<file path="config.mk">
export PLATFORM = sky130hd
export DESIGN_NAME = mlp_seq_ctrl
export DESIGN_NICKNAME = d
export VERILOG_FILES = /design/src/rtl/mlp_seq_ctrl.sv
export SDC_FILE = /design/constraint.sdc
export NUM_CORES = 1
export LEC_CHECK = 0
export ABC_AREA = 1
export CAP_MARGIN = 20
export CORE_MARGIN = 5
export CORE_UTILIZATION = 35
export CTS_CLUSTER_DIAMETER = 150
export CTS_CLUSTER_SIZE = 24
export DETAILED_ROUTE_END_ITERATION = 10
export DONT_BUFFER_PORTS = 1
export GPL_TIMING_DRIVEN = 0
export MAX_ROUTING_LAYER = met4
export PLACE_DENSITY = 0.52
export RECOVER_POWER = 100
export SKIP_LAST_GASP = 1
export SLEW_MARGIN = 10
export SYNTH_ARGS = -nofsm -noshare
export SYNTH_HDL_FRONTEND = slang
export SYNTH_SLANG_ARGS = --single-unit
</file>
<file path="constraint.sdc">
create_clock -name clk -period 2.1 [get_ports clk]
set_input_delay 0.21 -clock clk [delete_from_list [all_inputs] [get_ports clk]]
set_output_delay 0.21 -clock clk [all_outputs]
set_load 0.03 [all_outputs]
</file>
<file path="src/rtl/mlp_seq_ctrl.sv">
// Sequencer for a two-layer binary MLP: walks the layer-1 MAC loops per hidden neuron, then the layer-2 loop, then captures the class bit.
// Optional busy-cycle counter enabled by defining MLP_SEQ_CTRL_CYCCNT_EN; otherwise cyc_cnt is tied to 0.
module mlp_seq_ctrl #(
    parameter int N_IN  = 64,
    parameter int N_HID = 128
) (
    input  logic                                    clk,
    input  logic                                    rst,
    input  logic                                    start,
    output logic                                    busy,
    output logic                                    done,
    output logic                                    class_out,
    input  logic                                    bin_class,
    output logic [2:0]                              layer,
    output logic                                    acc_clr,
    output logic                                    g_reg_rst7,
    output logic                                    rf_wen,
    output logic                                    rf_ren,
    output logic [6:0]                              rf_waddr,
    output logic [6:0]                              rf_raddr,
    output logic [$clog2(N_IN)-1:0]                 in_addr,
    output logic [$clog2(N_HID*N_IN+N_HID)-1:0]     w_addr,
    output logic [15:0]                             cyc_cnt
);
    localparam int IW = $clog2(N_IN);
    localparam int WW = $clog2(N_HID*N_IN+N_HID);

    typedef enum logic [3:0] {
        S_IDLE, S_L1_CLR, S_L1_ACC, S_L1_DRAIN, S_L1_WB,
        S_L2_CLR, S_L2_ACC, S_L2_DRAIN, S_END, S_DONE
    } state_t;

    state_t          state_reg, state_next;
    logic [6:0]      n_reg, n_next;
    logic [IW-1:0]   in_addr_reg, in_addr_next;
    logic [WW-1:0]   w_addr_reg, w_addr_next;
    logic            w_first_reg, w_first_next;
    logic [6:0]      rf_waddr_reg, rf_waddr_next;
    logic [6:0]      rf_raddr_reg, rf_raddr_next;
    logic            class_reg, class_next;

    always_ff @(posedge clk or posedge rst) begin
        if (rst) begin
            state_reg    <= S_IDLE;
            n_reg        <= '0;
            in_addr_reg  <= '0;
            w_addr_reg   <= '0;
            w_first_reg  <= 1'b0;
            rf_waddr_reg <= '0;
            rf_raddr_reg <= '0;
            class_reg    <= 1'b0;
        end else begin
            state_reg    <= state_next;
            n_reg        <= n_next;
            in_addr_reg  <= in_addr_next;
            w_addr_reg   <= w_addr_next;
            w_first_reg  <= w_first_next;
            rf_waddr_reg <= rf_waddr_next;
            rf_raddr_reg <= rf_raddr_next;
            class_reg    <= class_next;
        end
    end

    // Weights are laid out so every issued address is the previous one plus 1 across
    // both layers; only the first L1_ACC cycle of a run restarts at 0.
    always_comb begin
        state_next    = state_reg;
        n_next        = n_reg;
        in_addr_next  = in_addr_reg;
        w_addr_next   = w_addr_reg;
        w_first_next  = w_first_reg;
        rf_waddr_next = rf_waddr_reg;
        rf_raddr_next = rf_raddr_reg;
        class_next    = class_reg;
        layer         = 3'b000;
        done          = 1'b0;
        acc_clr       = 1'b0;
        g_reg_rst7    = 1'b0;
        rf_wen        = 1'b0;
        rf_ren        = 1'b0;
        case (state_reg)
            S_IDLE: begin
                if (start) begin
                    state_next   = S_L1_CLR;
                    n_next       = '0;
                    w_first_next = 1'b1;
                end
            end
            S_L1_CLR: begin
                layer        = 3'b001;
                acc_clr      = 1'b1;
                state_next   = S_L1_ACC;
                in_addr_next = '0;
                w_addr_next  = w_first_reg ? '0 : w_addr_reg + WW'(1);
                w_first_next = 1'b0;
            end
            S_L1_ACC: begin
                layer = 3'b001;
                if (in_addr_reg == IW'(N_IN - 1)) begin
                    state_next = S_L1_DRAIN;
                end else begin
                    in_addr_next = in_addr_reg + IW'(1);
                    w_addr_next  = w_addr_reg + WW'(1);
                end
            end
            S_L1_DRAIN: begin
                layer         = 3'b001;
                state_next    = S_L1_WB;
                rf_waddr_next = n_reg;
            end
            S_L1_WB: begin
                layer  = 3'b001;
                rf_wen = 1'b1;
                if (n_reg == 7'(N_HID - 1)) begin
                    state_next = S_L2_CLR;
                end else begin
                    state_next = S_L1_CLR;
                    n_next     = n_reg + 7'd1;
                end
            end
            S_L2_CLR: begin
                layer         = 3'b010;
                g_reg_rst7    = 1'b1;
                state_next    = S_L2_ACC;
                rf_raddr_next = '0;
                w_addr_next   = w_addr_reg + WW'(1);
            end
            S_L2_ACC: begin
                layer  = 3'b010;
                rf_ren = 1'b1;
                if (rf_raddr_reg == 7'(N_HID - 1)) begin
                    state_next = S_L2_DRAIN;
                end else begin
                    rf_raddr_next = rf_raddr_reg + 7'd1;
                    w_addr_next   = w_addr_reg + WW'(1);
                end
            end
            S_L2_DRAIN: begin
                layer      = 3'b010;
                state_next = S_END;
            end
            S_END: begin
                layer      = 3'b100;
                class_next = bin_class;
                state_next = S_DONE;
            end
            S_DONE: begin
                done       = 1'b1;
                state_next = S_IDLE;
            end
            default: state_next = S_IDLE;
        endcase
    end

    assign busy      = (state_reg != S_IDLE);
    assign class_out = class_reg;
    assign in_addr   = in_addr_reg;
    assign w_addr    = w_addr_reg;
    assign rf_waddr  = rf_waddr_reg;
    assign rf_raddr  = rf_raddr_reg;

`ifdef MLP_SEQ_CTRL_CYCCNT_EN
    logic [15:0] cyc_reg;

    always_ff @(posedge clk or posedge rst) begin
        if (rst) begin
            cyc_reg <= '0;
        end else if (state_reg == S_IDLE && start) begin
            cyc_reg <= '0;
        end else if (busy && cyc_reg != 16'hFFFF) begin
            cyc_reg <= cyc_reg + 16'd1;
        end
    end

    assign cyc_cnt = cyc_reg;
`else
    assign cyc_cnt = '0;
`endif
endmodule

</file>
==> results of run 1 <==
-- what timing repair did --
| item | 4_1_cts | 5_1_grt |
|---|---|---|
| endpoints found under the setup margin | 0 | 5 |
| hold buffers | 1 | 0 |
| hold endpoints to repair | 18 | 0 |
| resized for setup | 0 | 2 |
-- placed cells by master, fill, tap and decap left out, types with 7 or more instances in the layout --
| master | instances |
|---|---|
| nand4_1 | 9 |
| a21oi_1 | 8 |
| dfrtp_1 | 47 |
| o21ai_2 | 10 |
| nor2_1 | 32 |
| inv_1 | 31 |
| o21ai_1 | 9 |
| o21ai_0 | 21 |
| conb_1 | 16 |
| nand2_1 | 94 |
| buf_4 | 17 |
| xor2_1 | 7 |
| nand3_1 | 22 |
-- kinds of logic (layout without fill, tap and decap cells) --
kind of cell	count (synthesis)	count (layout)	share of synthesized area, %
simple gates	178	178	29.5
compound gates	59	59	13.2
buf+inv	59	68	10.9
flops	47	47	41.7
xor+xnor	8	8	2.48
fa+ha+maj	4	4	1.77
other cells	1	16	0.133
mux	1	1	0.399
-- power by group --
| part | switching [mW] | total [mW] | internal (mW) |
|---|---|---|---|
| Clock | 0.306 | 0.655 | 0.350 |
| Sequential | 0.388 | 1.44 | 1.05 |
| Combinational | 1.07 | 1.49 | 0.420 |
-- critical path: cells and delay by family, from the launching register on --
| family | cells | cell delay, ps |
|---|---|---|
| AO/OA/AOI/OAI | 1 | 370 |
| AND/OR/NAND/NOR | 2 | 510 |
| buffers and inverters | 2 | 210 |
| flip-flops | 1 | 430 |
-- per-layer routing --
| layer | wire length [µm] | GRT usage [%] | up-vias |
|---|---|---|---|
| met2 | 3000 | 21.6 | 46 |
| met3 | 470 | 4.59 | 6 |
| met4 | 61 | 3.68 | 0 |
| met5 | 0 | - | - |
| met1 | 2940 | 17.6 | 1056 |
| li1 | - | - | 1184 |
-- path summary, 6_finish.rpt --
check                                to  slack (ps)  cells past startpoint
max                            layer[0]          70                      5
min                           class_out          30                      2
max reg2reg                 rf_raddr[4]         170                      7
min reg2reg                state_reg[0]         540                      1
max in group asynchronous  state_reg[1]         400                      3
min in group asynchronous    w_addr[13]         490                      2
-- area by class of cell --
cell class | instances | area share [%]
well taps | 102 | 4.09
multi-input cells | 266 | 44.6
repair buffers | 2 | 0.482
flip-flops and latches | 47 | 37.7
plain buffers | 21 | 5.18
clock inverters | 1 | 0.963
clock buffers | 6 | 2.33
inverters | 38 | 4.66
-- stage by stage --
| stage | hold slack (ps) | total power, mW |
|---|---|---|
| floorplan | 320 | 2.64 |
| global placement | 328 | 2.97 |
| detailed placement | 137 | 2.99 |
| CTS | 22.3 | 3.67 |
| global route | 31.8 | 3.88 |
| finish | 33.2 | 3.59 |
==> flow_summary.json, run 1 <==
{
  "outcome": "finished, final reports clean",
  "dp.cells": 475,
  "required_ps": 1890,
  "maxSlewViolCount": 0,
  "crit_type": "reg2out",
  "nets": 389,
  "slew_headroom_pct": 35.7,
  "io_pins": 64,
  "cts_tree": "done",
  "wl_um": 6470,
  "core_area_um2": 7810,
  "clock-sinks": 47,
  "synth_area_leaders": "dfrtp_1 42%, nand2_1 12%, buf_4 4.5%",
  "clk_latency_ps": 300,
  "cpMaxStageDelayCell": "dfrtp_1",
  "drive_gt1_share_pct": 16.3,
  "cts_max_level": 2,
  "ant_nets": 0,
  "critical-path-max-stage-delay_ps": 430,
  "endpoint_kind": "primary output",
  "grt_max_degree": 30,
  "worst_r2r_startpoint": "rf_raddr[0]",
  "cts_buffer_depth": 2,
  "crit_top_cell": "inv_2",
  "ys_top_cells_by_count": "92 x nand2_1, 47 x dfrtp_1, 33 x nor2_1, 31 x inv_1",
  "start_util_pct": 36.1,
  "track_usage_pct": 13.9,
  "yosys_warnings": 0,
  "clock-root-buffer": "clkbuf_8",
  "numPortBuffers": 0,
  "cts_setup_buffers": 0,
  "final_cells": 483,
  "ys_types": 36,
  "ys.flop_type": "dfrtp_1",
  "rows": 32,
  "pwr_density_cell_nw_per_um2": 1150,
  "post_drt_wl_per_cell_um": 13.4,
  "cap_violations": 0,
  "route.detailed.drc": 0,
  "first_global_vias": 2131,
  "die_h_um": 99.8,
  "tightest_slew_ps": 957,
  "fin_crit_ps": 2030,
  "syn_area_um2": 2820,
  "ys_async_sr_fraction_pct": 100,
  "final_cell_area_um2": 3120,
  "post-synth-top-area-cell": "dfrtp_1",
  "syn-mean-instance-area_um2": 7.90,
  "antenna_found_initial": 0,
  "start_kind": "register",
  "seq_area_um2": 1180,
  "holdCritStartpoint": "bin_class",
  "gp_congestion": 0.728,
  "hp-class": "in2reg",
  "crit_arrival_ps": 1820,
  "max_clock_freq_ghz": 0.493,
  "fin_ws_ps": 71.0,
  "cts_made_buffers": 5,
  "yosysMostFrequentCell": "nand2_1",
  "multi_input_area_um2": 1390,
  "critPathLaunch": "state_reg[3]",
  "syn_to_final_growth_pct": 10.5,
  "synth_top_area_share_pct": 41.7,
  "drt-pass1-iter-count": 4,
  "critPathMaxFanout": 9,
  "leakagePower_nw": 1.50,
  "die_width_um": 99.8,
  "hpwl_um": 4790,
  "synth_seq_cells": 47,
  "drtIter0Drc": 47,
  "avgViaCountPerCell": 4.75,
  "vdd_drop_max_mv": 0.441,
  "clkSlewWorstSetupHoldPaths_ps": 90,
  "antenna_cells": 0,
  "tns_ps": 0,
  "largest_reg_flops": 14,
  "fill_cells": 839,
  "fin_util_pct": 39.9,
  "yosysSeqAreaShare_pct": 41.7,
  "vias": 2292,
  "rsz0062_at_grt": "true",
  "syn_inst": 357,
  "post-route-period-util_pct": 96.6,
  "crit_chain": "inv_2 -> nand2_4 -> nor2_4 -> inv_2 -> o21ai_1",
  "fin_worst_skew_ps": 8.55,
  "hold_viol": 0,
  "dpl-instance-area_um2": 3030,
  "grt_pass1_wl_um": 10900,
  "synth_edf_count": 0,
  "setup_viol": 0,
  "pre_cts_slack_ps": 55.5,
  "dieArea_um2": 9960,
  "grt_overflow_total": 0
}
Power figures use the tool's default switching activity.
==> inputs of run 2 (changes only) <==
==> constraint.sdc (replaced) <==
create_clock -name clk -period 2.1 [get_ports clk]
set_input_delay 0.21 -clock clk [delete_from_list [all_inputs] [get_ports clk]]
set_output_delay 0.21 -clock clk [all_outputs]
set_load 0.01 [all_outputs]
==> run 2 against run 1 <==
  * Combinational power down 13%
  * Critical path depth is 4 higher
  * Clock power barely moved
==> flow_summary.json, run 2 (synthesis results as in run 1) <==
{
  "vias": 2287,
  "outcome": "finished, final reports clean",
  "cts_tree": "done",
  "cap_violations": 0,
  "syn_to_final_growth_pct": 9.00,
  "hpwl_um": 4790,
  "maxSlewViolCount": 0,
  "nets": 389,
  "setup_viol": 0,
  "gp_congestion": 0.728,
  "clock-sinks": 47,
  "max_clock_freq_ghz": 0.537,
  "clkSlewWorstSetupHoldPaths_ps": 90,
  "fill_cells": 848,
  "die_h_um": 99.8,
  "drt-pass1-iter-count": 4,
  "antenna_cells": 0,
  "endpoint_kind": "register",
  "fin_worst_skew_ps": 7.13,
  "slew_headroom_pct": 47.9,
  "post-route-period-util_pct": 88.7,
  "io_pins": 64,
  "required_ps": 2320,
  "largest_reg_flops": 14,
  "start_util_pct": 36.1,
  "first_global_vias": 2131,
  "die_width_um": 99.8,
  "tightest_slew_ps": 781,
  "final_common_cell": "nand2_1",
  "track_usage_pct": 13.9,
  "clock-root-buffer": "clkbuf_8",
  "hold_viol": 0,
  "final_cell_mix": "96 x nand2_1, 47 x dfrtp_1, 34 x inv_1, 34 x nor2_1, 29 x o21ai_0",
  "start_kind": "register",
  "leakagePower_nw": 1.49,
  "clk_latency_ps": 300,
  "rows": 32,
  "cts_setup_buffers": 0,
  "crit_type": "reg2reg",
  "grt_pass1_wl_um": 10900,
  "tns_ps": 0,
  "fin_ws_ps": 237,
  "fin_util_pct": 39.4,
  "antenna_found_initial": 0,
  "cts_made_buffers": 5,
  "pwr_density_cell_nw_per_um2": 1050,
  "grt_overflow_total": 0,
  "cts_max_level": 2,
  "crit_arrival_ps": 2080,
  "pre_cts_slack_ps": 346,
  "fin_crit_ps": 1860,
  "dieArea_um2": 9960,
  "core_area_um2": 7810,
  "rsz0062_at_grt": "false",
  "drtIter0Drc": 52,
  "drive_gt1_share_pct": 13.4,
  "hp-class": "in2reg",
  "route.detailed.drc": 0,
  "grt_max_degree": 30,
  "vdd_drop_max_mv": 0.400,
  "ant_nets": 0,
  "post_drt_wl_per_cell_um": 13.4,
  "cts_buffer_depth": 2,
  "numPortBuffers": 0,
  "critPathMaxFanout": 10,
  "wl_um": 6490,
  "avgViaCountPerCell": 4.73
}
==> run 2: cell counts in the layout (fill, tap and decap cells not counted) <==
Identical to the previous run, type by type.
==> run 2: cell type report <==
cell class	instances	area, µm²	area share [%]
clock buffer	6	72.6	2.36
inverter	38	145	4.72
buffer	21	161	5.25
tap	102	128	4.15
multi-input combinational	266	1350	43.8
sequential	47	1180	38.2
clock inverter	1	30.0	0.976
timing repair buffer	2	15.0	0.488
==> run 2: path summary, 6_finish.rpt <==
path	startpoint	endpoint	slack [ps]	cells past startpoint
worst max-delay path	rf_raddr[0]	w_addr[7]	240	9
worst min-delay path	bin_class	class_out	30	2
worst max register to register	rf_raddr[0]	w_addr[7]	240	9
worst min register to register	state_reg[0]	state_reg[0]	530	1
max in group asynchronous	rst	state_reg[1]	400	3
min in group asynchronous	rst	w_addr[13]	490	2
==> run 2: what timing repair did <==
item,4_1_cts,5_1_grt
endpoints found under the hold margin,18,0
hold buffers,1,0
gates resized for setup,0,0
==> run 2: through the flow <==
stage	instance area, µm²	hold WS [ps]	std cells	power (mW)
finish	3080	33.8	483	3.24
floorplan	2880	320	372	2.37
global placement	3010	328	474	2.70
detailed placement	3030	137	475	2.72
global route	3080	31.8	483	3.52
CTS	3140	22.3	483	3.40
==> run 2: critical path: stages (launching register included) <==
cell and delay [ps]:
dfrtp_1 500, ha_1 280, nand3_1 140, nor2_1 70, nand2_2 70, nand2_1 80
nor2_4 260, inv_4 60, buf_8 150, o21ai_0 160
==> run 2: power breakdown <==
part	internal [mW]	switching, mW	total, mW
registers	1.06	0.230	1.29
clock network	0.350	0.305	0.655
logic	0.383	0.918	1.30
==> run 2: routing by layer <==
metal / share of wire (%) / global-route usage (%)
met1: 45 / 17.6
met2: 46 / 21.6
met3: 7.6 / 4.59
met4: 1.0 / 3.68
met5: 0 / -
==> inputs of run 3 (changes only) <==
--- a/config.mk
+++ b/config.mk
@@ -22,3 +22,4 @@
 export SYNTH_ARGS = -nofsm -noshare
 export SYNTH_HDL_FRONTEND = slang
 export SYNTH_SLANG_ARGS = --single-unit
+export TNS_END_PERCENT = 20
==> results of run 3 <==
No change in the layout: final DEF, timing and power equal those of run 2.
